$ cat src/rtl/ssd_scan_if.sv
// ssd_scan_if -- bundle of the source, load, option and drive signals of the
// seven-segment scan controller.
//   master : the side that supplies values/options and observes the drive pins
//   slave  : the scan controller itself
// Signals:
//   src_sel              1 picks value_a, 0 picks value_b
//   value_a, value_b     hex nibbles, bits [3:0] are digit 0 (rightmost)
//   load                 single-cycle capture strobe
//   blank_lz, blink_en   display options
//   dp_mask              per-digit decimal point enable
//   digit_select         active-low anode drive
//   seg                  active-low cathodes {g,f,e,d,c,b,a}
//   dp                   active-low decimal point
//   frame_done           one-cycle pulse per completed frame
interface ssd_scan_if #(
  parameter int NUM_DIGITS = 4
) ();
  logic                    src_sel;
  logic [4*NUM_DIGITS-1:0] value_a;
  logic [4*NUM_DIGITS-1:0] value_b;
  logic                    load;
  logic                    blank_lz;
  logic                    blink_en;
  logic [NUM_DIGITS-1:0]   dp_mask;
  logic [NUM_DIGITS-1:0]   digit_select;
  logic [6:0]              seg;
  logic                    dp;
  logic                    frame_done;

  modport master (
    output src_sel, value_a, value_b, load, blank_lz, blink_en, dp_mask,
    input  digit_select, seg, dp, frame_done
  );

  modport slave (
    input  src_sel, value_a, value_b, load, blank_lz, blink_en, dp_mask,
    output digit_select, seg, dp, frame_done
  );
endinterface

$ cat src/rtl/ssd_scan_ctrl.sv
// ssd_scan_ctrl -- multiplexed seven-segment display scanner.
// A prescaler divides clock down to one digit slot every DIV clocks; the digit
// index walks 0..NUM_DIGITS-1. Loaded values wait in a pending register and
// only reach the display shadow at the end of a frame, so a frame is never
// drawn from two different values. Optional leading-zero blanking and a
// frame-counted blink are applied on the registered drive outputs.
// Ports:
//   clock  rising-edge clock
//   reset  asynchronous, active-low
//   bus    ssd_scan_if slave modport (source values, options, drive pins)
module ssd_scan_ctrl #(
  parameter int NUM_DIGITS   = 4,
  parameter int DIV          = 100000,
  parameter int BLINK_FRAMES = 64
) (
  input logic       clock,
  input logic       reset,
  ssd_scan_if.slave bus
);

  localparam int IW = (NUM_DIGITS > 1) ? $clog2(NUM_DIGITS) : 1;
  localparam int PW = $clog2(DIV);
  localparam int BW = (BLINK_FRAMES > 1) ? $clog2(BLINK_FRAMES) : 1;
  localparam int VW = 4 * NUM_DIGITS;

  localparam logic [IW-1:0] LAST_IDX = IW'(NUM_DIGITS - 1);
  localparam logic [PW-1:0] LAST_PRE = PW'(DIV - 1);
  localparam logic [BW-1:0] LAST_BLK = BW'(BLINK_FRAMES - 1);

  logic [PW-1:0]         presc;
  logic [IW-1:0]         idx;
  logic [VW-1:0]         shadow;
  logic [VW-1:0]         pend_val;
  logic                  pend_flag;
  logic [BW-1:0]         blink_cnt;
  logic                  blink_on;
  logic [NUM_DIGITS-1:0] digit_sel_q;
  logic [6:0]            seg_q;
  logic                  dp_q;
  logic                  frame_done_q;

  logic                  tick;
  logic                  wrap;
  logic [VW-1:0]         captured;
  logic [3:0]            nibble;
  logic [NUM_DIGITS-1:0] lead_zero;
  logic                  blank;
  logic                  show;
  logic [NUM_DIGITS-1:0] onehot;
  logic                  hz;

  function automatic logic [6:0] hex7(input logic [3:0] n);
    logic [6:0] s;
    case (n)
      4'h0: s = 7'h40;
      4'h1: s = 7'h79;
      4'h2: s = 7'h24;
      4'h3: s = 7'h30;
      4'h4: s = 7'h19;
      4'h5: s = 7'h12;
      4'h6: s = 7'h02;
      4'h7: s = 7'h78;
      4'h8: s = 7'h00;
      4'h9: s = 7'h10;
      4'hA: s = 7'h08;
      4'hB: s = 7'h03;
      4'hC: s = 7'h46;
      4'hD: s = 7'h21;
      4'hE: s = 7'h06;
      default: s = 7'h0E;
    endcase
    return s;
  endfunction

  always_comb begin
    tick     = (presc == LAST_PRE);
    wrap     = tick && (idx == LAST_IDX);
    captured = bus.src_sel ? bus.value_a : bus.value_b;
    nibble   = shadow[idx*4 +: 4];
    onehot   = NUM_DIGITS'(1) << idx;
    // lead_zero[i]: nibble i and every nibble above it are zero
    hz        = 1'b1;
    lead_zero = '0;
    for (int i = NUM_DIGITS - 1; i >= 0; i--) begin
      hz           = hz & (shadow[4*i +: 4] == 4'h0);
      lead_zero[i] = hz;
    end
    // digit 0 is never blanked so an all-zero value still reads "0"
    blank = bus.blank_lz && lead_zero[idx] && (idx != '0);
    show  = !bus.blink_en || blink_on;
  end

  always_ff @(posedge clock or negedge reset) begin
    if (!reset) begin
      presc        <= '0;
      idx          <= '0;
      shadow       <= '0;
      pend_val     <= '0;
      pend_flag    <= 1'b0;
      blink_cnt    <= '0;
      blink_on     <= 1'b1;
      digit_sel_q  <= '1;
      seg_q        <= 7'h7F;
      dp_q         <= 1'b1;
      frame_done_q <= 1'b0;
    end else begin
      presc <= tick ? '0 : presc + PW'(1);
      if (tick)
        idx <= (idx == LAST_IDX) ? '0 : idx + IW'(1);

      if (bus.load)
        pend_val <= captured;

      // Shadow only moves at the frame boundary; a load landing exactly on
      // the boundary bypasses the pending stage.
      if (wrap) begin
        if (bus.load) begin
          shadow    <= captured;
          pend_flag <= 1'b0;
        end else if (pend_flag) begin
          shadow    <= pend_val;
          pend_flag <= 1'b0;
        end
      end else if (bus.load) begin
        pend_flag <= 1'b1;
      end

      frame_done_q <= wrap;

      if (wrap) begin
        if (blink_cnt == LAST_BLK) begin
          blink_cnt <= '0;
          blink_on  <= ~blink_on;
        end else begin
          blink_cnt <= blink_cnt + BW'(1);
        end
      end

      digit_sel_q <= show ? ~onehot : '1;
      seg_q       <= blank ? 7'h7F : hex7(nibble);
      dp_q        <= show ? ~bus.dp_mask[idx] : 1'b1;
    end
  end

  assign bus.digit_select = digit_sel_q;
  assign bus.seg          = seg_q;
  assign bus.dp           = dp_q;
  assign bus.frame_done   = frame_done_q;

endmodule

$ cat src/flat_wrapper.sv
// flat-port wrapper written by rule: the top's interface ports become plain ports
module ssd_scan_ctrl_flat 
#(
  parameter int NUM_DIGITS   = 4,
  parameter int DIV          = 100000,
  parameter int BLINK_FRAMES = 64
)
  (clock, reset, bus_src_sel, bus_value_a, bus_value_b, bus_load, bus_blank_lz, bus_blink_en, bus_dp_mask, bus_digit_select, bus_seg, bus_dp, bus_frame_done);
  ssd_scan_if #(.NUM_DIGITS(NUM_DIGITS)) bus_i ();
  input logic clock;
  input logic reset;
  input wire logic [$bits(bus_i.src_sel)-1:0] bus_src_sel;
  input wire logic [$bits(bus_i.value_a)-1:0] bus_value_a;
  input wire logic [$bits(bus_i.value_b)-1:0] bus_value_b;
  input wire logic [$bits(bus_i.load)-1:0] bus_load;
  input wire logic [$bits(bus_i.blank_lz)-1:0] bus_blank_lz;
  input wire logic [$bits(bus_i.blink_en)-1:0] bus_blink_en;
  input wire logic [$bits(bus_i.dp_mask)-1:0] bus_dp_mask;
  output wire logic [$bits(bus_i.digit_select)-1:0] bus_digit_select;
  output wire logic [$bits(bus_i.seg)-1:0] bus_seg;
  output wire logic [$bits(bus_i.dp)-1:0] bus_dp;
  output wire logic [$bits(bus_i.frame_done)-1:0] bus_frame_done;
  assign bus_i.src_sel = bus_src_sel;
  assign bus_i.value_a = bus_value_a;
  assign bus_i.value_b = bus_value_b;
  assign bus_i.load = bus_load;
  assign bus_i.blank_lz = bus_blank_lz;
  assign bus_i.blink_en = bus_blink_en;
  assign bus_i.dp_mask = bus_dp_mask;
  assign bus_digit_select = bus_i.digit_select;
  assign bus_seg = bus_i.seg;
  assign bus_dp = bus_i.dp;
  assign bus_frame_done = bus_i.frame_done;
  ssd_scan_ctrl #(.NUM_DIGITS(NUM_DIGITS), .DIV(DIV), .BLINK_FRAMES(BLINK_FRAMES)) u_core (.clock(clock), .reset(reset), .bus(bus_i));
endmodule
$ cat config.mk
export PLATFORM = sky130hd
export DESIGN_NAME = ssd_scan_ctrl_flat
export DESIGN_NICKNAME = d
export VERILOG_FILES = /design/src/rtl/ssd_scan_if.sv /design/src/rtl/ssd_scan_ctrl.sv /design/src/flat_wrapper.sv
export SDC_FILE = /design/constraint.sdc
export NUM_CORES = 1
export LEC_CHECK = 0
export CORE_ASPECT_RATIO = 1.4
export CORE_MARGIN = 5
export CORE_UTILIZATION = 57
export DETAILED_ROUTE_END_ITERATION = 12
export PLACE_DENSITY = 0.84
export REMOVE_ABC_BUFFERS = 1
export SLEW_MARGIN = 20
export SYNTH_ARGS = -nofsm -noshare
export SYNTH_HDL_FRONTEND = slang
export SYNTH_SLANG_ARGS = --single-unit
$ cat constraint.sdc
create_clock -name clock -period 5.15 [get_ports clock]
set_clock_uncertainty 0.15 [all_clocks]
set_input_delay 1.03 -clock clock [delete_from_list [all_inputs] [get_ports clock]]
set_output_delay 1.03 -clock clock [all_outputs]
set_load 0.05 [all_outputs]
==> results of run 1 <==
kinds of logic after synthesis:
kind of cell               after synthesis  synth area share, %
AOI/OAI and AO/OA                       39                 6.77
DFF                                     72                 51.8
adders and majority gates               12                 4.28
muxes                                   43                 15.1
and+or+nand+nor                         93                 14.4
buffers and inverters                   18                 2.39
xor gates and xnor gates                21                 5.24
per-stage QoR:
step           total power, mW  utilization [%]  std cells
2_1_floorplan            0.689                -        287
4_1_cts                   1.17             71.9        429
5_1_grt                   1.22             71.9        429
3_5_place_dp             0.766             68.8        413
6_report                  1.17             71.9        429
3_3_place_gp             0.760             68.8        413
state kept, by name, indices dropped and copies added (netlist names):
name / count
u_core.blink_on: 1
u_core.bus.frame_done: 1
u_core.shadow: 16
u_core.bus.digit_select: 4
u_core.blink_cnt: 6
u_core.bus.dp: 1
u_core.bus.seg: 7
u_core.pend_val: 16
u_core.presc: 17
u_core.pend_flag: 1
u_core.idx: 2
cell type report:
type | count | share of cell area [%]
Sequential cell | 72 | 42.5
Clock buffer | 13 | 3.95
Inverter | 7 | 0.615
Clock inverter | 3 | 0.351
Multi-Input combinational cell | 208 | 37.6
Timing Repair Buffer | 56 | 12.9
Tap cell | 70 | 2.05
routing by layer:
metal,up-vias,part of all wire (%)
met5,-,0
met4,0,2.7
met3,14,4.6
met2,50,55
met1,1197,38
li1,1177,-
worst paths after layout:
kind | from | to | cells after the start
setup / recovery | u_core.bus.digit_select[3] | bus_digit_select[3] | 1
hold / removal | u_core.blink_cnt[4] | u_core.blink_cnt[4] | 1
setup reg to reg | u_core.presc[0] | u_core.shadow[6] | 5
hold reg to reg | u_core.blink_cnt[4] | u_core.blink_cnt[4] | 1
max in group asynchronous | reset | u_core.bus.seg[5] | 2
min in group asynchronous | reset | u_core.bus.frame_done | 1
power breakdown:
group / internal [mW] / switching (mW) / leakage, nW / total, mW
clock network: 0.212 / 0.200 / 0.0992 / 0.413
logic: 0.0689 / 0.0762 / 0.886 / 0.145
registers: 0.596 / 0.0130 / 0.883 / 0.609
cells in the final DEF (no fill, tap or decap), types with 2 or more instances in the layout:
cell type,n
o21ai_0,6
and4b_1,2
mux4_2,6
clkbuf_8,12
nor3b_1,2
and3_1,3
nand2_1,17
mux2_2,20
nand2b_1,2
clkdlybuf4s50_1,53
mux2i_1,17
or2_2,2
nand3_1,12
nor4_1,6
ha_1,12
o211ai_1,2
xor2_1,11
dfrtp_1,59
clkinv_2,3
a21oi_1,19
inv_1,7
nor3_1,6
nor2_1,28
buf_4,2
nand4_1,4
o41ai_1,2
o31ai_1,3
xnor2_1,10
dfstp_2,13
o21a_1,3
==> summary.txt, run 1 <==
Outcome
  • Status: finished, final reports clean

Global routing
  • Antenna violations before repair: 0
  • Layer with the highest usage: met2
  • First-pass GRT wire length: 12000 um
  • Met3 GRT Util: 4.72%
  • M1 GR Usage: 21.5%
  • Largest net degree at the start of global routing: 41
  • Number of global-route vias before repair: 2588
  • Met2 usage: 34.5%
  • GR Overflow Total: 0
  • GRT Total Usage: 19.3%

Layout
  • Ant. Diodes: 0
  • Flip-flop and latch area: 1820 sq um
  • Layout cells sized above 1: 18.4%
  • Layout fillers: 450
  • Area Growth Syn to Fin: 21.8%
  • Post-route cell area: 4280 sq um
  • Multi-input combinational cell area: 1610 sq um
  • NumNets Final: 408

Die
  • # IOs: 55
  • Core area: 5950 sq um
  • Die H: 103 um
  • Die ar.: 7850 sq um
  • Die W: 76.3 um
  • Initial Util: 59.0%
  • Std cell rows: 33

Worst setup path
  • Req. time, crit path: 3.97 ns
  • Cell family with most CP delay: buffers and inverters
  • Crit Path Class: reg2out
  • Setup crit start kind: flop
  • CP cell instances: clkdlybuf4s50_1
  • CP max-delay cell: clkdlybuf4s50_1
  • Worst path max stage delay: 0.80 ns
  • Setup crit end kind: primary output
  • Worst path bufs/invs: 1
  • CP arrival: 1.67 ns
  • Max FO, Critical Path: 1
  • R2R Setup Slk: 2.64 ns

STA
  • Tightest Pin Transition: 0.934 ns
  • Post-route setup TNS: 0 ns
  • Pins Over Slew Limit: 0
  • Worst setup margin: 2.30 ns
  • RSZ-0062 raised after global routing: no
  • Fmax: 351 MHz
  • Clock period minus worst slack: 2.85 ns
  • Crit share post-route: 55.3%
  • Final hold slack: 0.325 ns
  • Fin. Hold Viols: 0
  • Relative slew slack: 37.5%
  • Final setup viols: 0

CTS
  • CTS H-tree depth: 3
  • CTS tree: built
  • Worst-Skew Late Latency: 0.35 ns
  • Num CTS Buffers: 9
  • Clock root buffer: clkbuf_8
  • CTS Sinks: 72
  • Clock-pin slew on the worst setup and hold paths: 0.07 ns
  • CTS Hold Bufs: 0
  • Postcts setup bufs: 0
  • PostCTS Resize Cnt: 0
  • Clk buf depth: 2

Drt
  • Final wirelength: 6960 um
  • Drc violations: 0
  • Detail Route Antenna Nets: 0
  • DRT iter0 DRCs: 166
  • Vias per std cell: 5.68
  • Drt pass-1 iters: 4
  • Wirelength per Cell: 16.2 um
  • Vias: 2438

Place
  • Port bufs: 54
  • Setup WS pre-CTS: 1.97 ns
  • GP Congestion: 0.832
  • Hpwl dp: 5100 um
  • DP Area: 4090 sq um

Logic synthesis
  • Largest cells by area after synthesis: dfrtp_1 (42%), dfstp_2 (9.7%), mux2_2 (6.4%)
  • Ys async rst share: 100%
  • Post-synth EDFFs: 0
  • Yosys Warn Count: 0
  • Top cells by count, synth: dfrtp_1 (59), nor2_1 (28), mux2_2 (20), a21oi_1 (19)
  • Synth Area per Inst: 11.8 sq um
  • Top_reg_cell synth: dfrtp_1
  • Largest area contributor in the netlist: dfrtp_1
  • Top-count cell post-synth: dfrtp_1
  • Post-Syn Area: 3510 sq um
  • Share of the synthesized area in the top cell type: 42.1%
  • Post-synthesis sequential area ratio: 51.8%
  • Cells after Synth: 298
  • Cell variety after synth: 42
  • Synth Register Bits: 72

Power and ir drop
  • Max VDD drop: 236 uV
  • Static leakage: 1.87 nW
  • Pwr/cell area: 273 nW/um^2

Hold path
  • Worst Hold Class: reg2reg

Job
  • MaxCap Viol Count: 0
Note: power is estimated with default switching activity, not from simulation.
==> run 2, diff against run 1 <==
- CORE_UTILIZATION: 57 -> 54
- PLACE_DENSITY: 0.84 -> 0.8
- clock period: 5.15 -> 2.9 ns (I/O delays scaled with it)
==> run 2 against run 1 <==
Against the previous run:
- combinational power increased by 78%
- global-route usage down 1.1 points
- cell count increased by 0.93%
- die area rose by 4.9%
- register-to-register slack worse by 2.1 ns
- count of clock-buffer cells in the layout unchanged
- worst hold slack got worse by 0.24 ns
- first-iteration DRC count shrank 35%
- utilization is 3.0 points lower
- critical endpoint is now bus_dp
- highest routed layer unchanged
==> summary.txt, run 2 (synthesized netlist as in run 1, its figures left out) <==
Global routing
  • Antenna violations before repair: 0
  • GRT Total Usage: 18.2%
  • GR Overflow Total: 0
  • Largest net degree at the start of global routing: 73
  • First-pass GRT wire length: 11800 um
  • Number of global-route vias before repair: 2535

Worst setup path
  • R2R cell count: 5
  • Setup crit end kind: primary output
  • CP cell instances: clkdlybuf4s50_1
  • Crit Path Class: reg2out
  • CP arrival: 1.67 ns
  • Worst path max stage delay: 0.79 ns
  • Max FO, Critical Path: 1
  • Worst path bufs/invs: 1
  • WP depth: 1
  • Req. time, crit path: 2.17 ns
  • Cell family with most CP delay: buffers and inverters
  • CP max-delay cell: clkdlybuf4s50_1
  • Setup crit start kind: flop

Drt
  • Met2 routed WL: 3810 um
  • Final wirelength: 6900 um
  • Top layer in use: met4
  • Wirelength per Cell: 15.9 um
  • Vias per std cell: 5.60
  • Detail Route Antenna Nets: 0
  • Drc violations: 0
  • WL met1: 2680 um
  • Drt pass-1 iters: 4
  • DRT iter0 DRCs: 108
  • Vias: 2423
  • WL met3: 256 um

STA
  • Final setup viols: 0
  • Fin. Hold Viols: 0
  • RSZ-0062 raised after global routing: no
  • Post-route setup TNS: 0 ns
  • Worst setup margin: 0.501 ns
  • Clock period minus worst slack: 2.40 ns
  • Tightest Pin Transition: 0.538 ns
  • Fmax: 417 MHz
  • Pins Over Slew Limit: 0
  • Crit share post-route: 82.7%
  • Relative slew slack: 63.9%

Die
  • Die ar.: 8240 sq um
  • Die W: 78.1 um
  • Std cell rows: 34
  • # IOs: 55
  • Initial Util: 55.8%
  • Die H: 105 um
  • Core area: 6300 sq um

Layout
  • Ant. Diodes: 0
  • Most frequent cells in the layout: dfrtp_1 (59), clkdlybuf4s50_1 (53), nor2_1 (28), mux2_2 (20), a21oi_1 (19)
  • Max FFs per register: 17
  • Area Growth Syn to Fin: 23.6%
  • Layout cells sized above 1: 18.3%
  • Biggest register: u_core.presc
  • Most common cell after layout, fill and taps aside: dfrtp_1
  • Final core utilization: 68.9%
  • Top Registers: u_core.presc (17), u_core.pend_val (16), u_core.shadow (16)
  • NumNets Final: 410

CTS
  • PostCTS Resize Cnt: 0
  • CTS Sinks: 72
  • Clock-pin slew on the worst setup and hold paths: 0.07 ns
  • Worst-Skew Late Latency: 0.35 ns
  • Num CTS Buffers: 9
  • Clk buf depth: 2
  • Postcts setup bufs: 0
  • CTS H-tree depth: 3
  • CTS Hold Bufs: 0
  • CTS tree: built
  • Clock root buffer: clkbuf_8

Power and ir drop
  • Max VDD drop: 323 uV
  • Pwr Total: 2.21 mW
  • Static leakage: 1.89 nW
  • Pwr/cell area: 510 nW/um^2

Place
  • Hpwl dp: 4980 um
  • Setup WS pre-CTS: 0.583 ns
  • GP Congestion: 0.809
  • Port bufs: 54

Outcome
  • Status: finished, final reports clean

Hold path
  • Worst Hold Class: in2async

Job
  • MaxCap Viol Count: 0
-- run 2: power by group --
group	internal, mW	leakage (nW)	switching, mW
combinational	0.125	0.901	0.134
clock	0.509	0.104	0.361
sequential	1.06	0.883	0.0236
-- run 2: area by class of cell --
type	instances	area, sq um
multi-input cells	208	1610
inverters	7	26.3
well taps	72	90.1
flip-flops and latches	72	1820
repair buffers	58	578
clock inverters	3	67.6
fillers	479	1960
clock buffers	13	149
-- run 2: path summary, 6_finish.rpt --
path                                     start                   to  slack (ns)
hold / removal                           reset     u_core.pend_flag        0.09
hold reg to reg            u_core.blink_cnt[4]  u_core.blink_cnt[4]        0.33
setup reg to reg                 u_core.idx[0]    u_core.bus.seg[3]        0.58
setup / recovery                 u_core.bus.dp               bus_dp        0.50
max in group asynchronous                reset      u_core.blink_on        2.18
min in group clock         u_core.blink_cnt[4]  u_core.blink_cnt[4]        0.33
-- run 2: worst register-to-register path, delay by kind of cell (launching register included) --
family,cells,cell delay (ns)
AOI/OAI and AO/OA,2,0.23
adders and majority gates,1,0.28
DFF,1,0.62
muxes,1,0.64
and+or+nand+nor,1,0.31
-- run 2: per-layer routing --
| layer | up-vias | global-route usage, % |
|---|---|---|
| met1 | 1187 | 20.9 |
| li1 | 1179 | - |
| met4 | 0 | 7.75 |
| met5 | - | 0 |
| met2 | 46 | 32.0 |
| met3 | 11 | 4.69 |
-- run 2: stage by stage --
step	area, sq um	std cells	hold WS [ns]
finish	4340	433	0.0872
global route	4340	433	0.123
CTS	4340	433	0.101
detailed placement	4120	417	0.317
global placement	4120	417	0.311
floorplan	3450	287	0.134
==> run 3, diff against run 2 <==
- CORE_UTILIZATION: 54 -> 48
- PLACE_DENSITY: 0.8 -> 0.75
- clock period: 2.9 -> 2.13 ns (I/O delays scaled with it)
==> run 3 against run 2 <==
Against the previous run:
- cell count is 10% higher
- design area up 4.8%
- combinational power increased by 38%
- highest routed layer unchanged
- first-iteration DRC count did not move
- clock power grew 54%
- utilization down 6.4 points
- flip-flop and latch count unchanged
- register-to-register slack lost 0.47 ns
- die area rose by 11%
- critical path depth increased by 4
- via count increased by 3.4%
==> summary.txt, run 3 (synthesized netlist as in run 1, its figures left out) <==
Place
  • Port bufs: 54
  • DP Area: 4270 sq um
  • Hpwl dp: 5200 um
  • GP Congestion: 0.898

Power and ir drop
  • Net Sw Power: 0.719 mW
  • P_int: 2.45 mW
  • Static leakage: 2.02 nW
  • Comb power frac: 11.2%
  • Max VDD drop: 333 uV
  • Pwr/cell area: 698 nW/um^2
  • Sw Share: 22.7%
  • Sequential Power Share: 46.4%
  • Clock power frac: 42.4%
  • Pwr Total: 3.17 mW

STA
  • Final setup viols: 0
  • Fmax: 496 MHz
  • Relative slew slack: 64.3%
  • Tightest Pin Transition: 0.532 ns
  • Fin. Hold Viols: 0
  • Clock period minus worst slack: 2.02 ns
  • Pins Over Slew Limit: 0
  • Crit share post-route: 94.6%
  • Final hold slack: 0.329 ns

Layout
  • Ant. Diodes: 0
  • Top Registers: u_core.presc (17), u_core.pend_val (16), u_core.shadow (16)
  • Most frequent cells in the layout: dfrtp_1 (58), clkdlybuf4s50_1 (40), buf_4 (32), nor2_1 (28), mux2_2 (20)
  • Layout cells sized above 1: 26.6%
  • Post-route cell area: 4550 sq um
  • Most common cell after layout, fill and taps aside: dfrtp_1
  • NumNets Final: 429
  • Biggest register: u_core.presc
  • Max FFs per register: 17
  • Area Growth Syn to Fin: 29.5%

Drt
  • Vias: 2505
  • Drc violations: 0
  • Drt pass-1 iters: 4
  • Wirelength per Cell: 15.0 um
  • Final wirelength: 7140 um
  • DRT iter0 DRCs: 108
  • Detail Route Antenna Nets: 0
  • Vias per std cell: 5.25

Die
  • Die W: 82.3 um
  • # IOs: 55
  • Core area: 7270 sq um
  • Die ar.: 9150 sq um
  • Initial Util: 48.3%
  • Std cell rows: 37
  • Die H: 111 um

Worst setup path
  • Setup crit start kind: flop
  • CP startpoint: u_core.idx[0]
  • CP arrival: 2.13 ns
  • FF-to-FF Start: u_core.idx[0]
  • CP cell instances: mux4_2, ha_1, or2_2, a21oi_1, o21ai_0
  • Req. time, crit path: 2.24 ns
  • CP max-delay cell: mux4_2
  • Crit path to: u_core.bus.seg[3]
  • R2R cell count: 5
  • R2R Setup Slk: 0.11 ns
  • Crit Path Class: reg2reg
  • Setup crit end kind: flop
  • R2R Path End: u_core.bus.seg[3]
  • Max FO, Critical Path: 6
  • Worst path max stage delay: 0.56 ns

CTS
  • CTS tree: built
  • Clock root buffer: clkbuf_8
  • Num CTS Buffers: 9
  • Clk buf depth: 2
  • Clock-pin slew on the worst setup and hold paths: 0.07 ns
  • Worst-Skew Late Latency: 0.35 ns
  • CTS Sinks: 72
  • CTS H-tree depth: 3

Job
  • MaxCap Viol Count: 0

Global routing
  • Met3 GRT Util: 3.90%
  • Antenna violations before repair: 0
  • Layer with the highest usage: met2
  • GRT Total Usage: 17.1%
  • Number of global-route vias before repair: 2626
  • M1 GR Usage: 19.5%
  • Met2 usage: 29.9%
  • First-pass GRT wire length: 12100 um
  • GR Overflow Total: 0
  • Largest net degree at the start of global routing: 73

Hold path
  • Worst Hold Class: reg2reg

Outcome
  • Status: finished, final reports clean
run 3: power groups by stage:
stage          clock network [mW]  registers [mW]  logic, mW
5_1_grt                      1.45            1.48      0.391
6_report                     1.34            1.47      0.355
4_1_cts                      1.37            1.47      0.360
3_3_place_gp                    0            1.50      0.350
2_1_floorplan                   0            1.55      0.120
3_5_place_dp                    0            1.50      0.358
run 3: routing by layer:
metal | routed length (um) | part of all wire [%]
met4 | 131 | 1.8
met3 | 248 | 3.5
met5 | 0 | 0
met1 | 2810 | 39
met2 | 3950 | 55
run 3: worst min path at each step:
stage                                   start                  end  depth (start not counted)
after CTS                     u_core.presc[0]      u_core.presc[0]                          1
after global placement    u_core.blink_cnt[4]  u_core.blink_cnt[4]                          1
after floorplan                         reset  u_core.blink_cnt[0]                          0
after global routing      u_core.blink_cnt[4]  u_core.blink_cnt[4]                          1
final                         u_core.presc[0]      u_core.presc[0]                          1
after detailed placement  u_core.blink_cnt[4]  u_core.blink_cnt[4]                          1
run 3: what timing repair did:
action                                 in CTS  in global routing
buffers inserted                            0                  1
hold buffers                                1                  0
gates resized for setup                     0                  1
setup endpoints to repair                   0                  6
endpoints found under the hold margin      59                  0
run 3: worst max-delay path, delay by kind of cell (launching register included):
kind                       cells  cell delay, ns
muxes                          1            0.56
DFF                            1            0.46
and+or+nand+nor                1            0.30
adders and majority gates      1            0.24
AOI/OAI and AO/OA              2            0.23
run 3: final cells by class:
cell class / count / area, sq um
flip-flops and latches: 72 / 1820
clock buffers: 11 / 151
repair buffers: 77 / 716
well taps: 97 / 121
clock inverters: 5 / 103
inverters: 7 / 26.3
multi-input cells: 208 / 1610
fillers: 607 / 2720
run 3: per-stage QoR:
stage | util (%) | worst slack, ns | instances | setup TNS [ns]
after floorplan | - | -0.0255 | 287 | -0.408
after global placement | 58.8 | 0.0739 | 459 | 0
after detailed placement | 58.8 | 0.0483 | 459 | 0
after CTS | 62.4 | 0.0272 | 476 | 0
after global routing | 62.5 | -0.00144 | 477 | -0.00144
final | 62.5 | 0.114 | 477 | 0
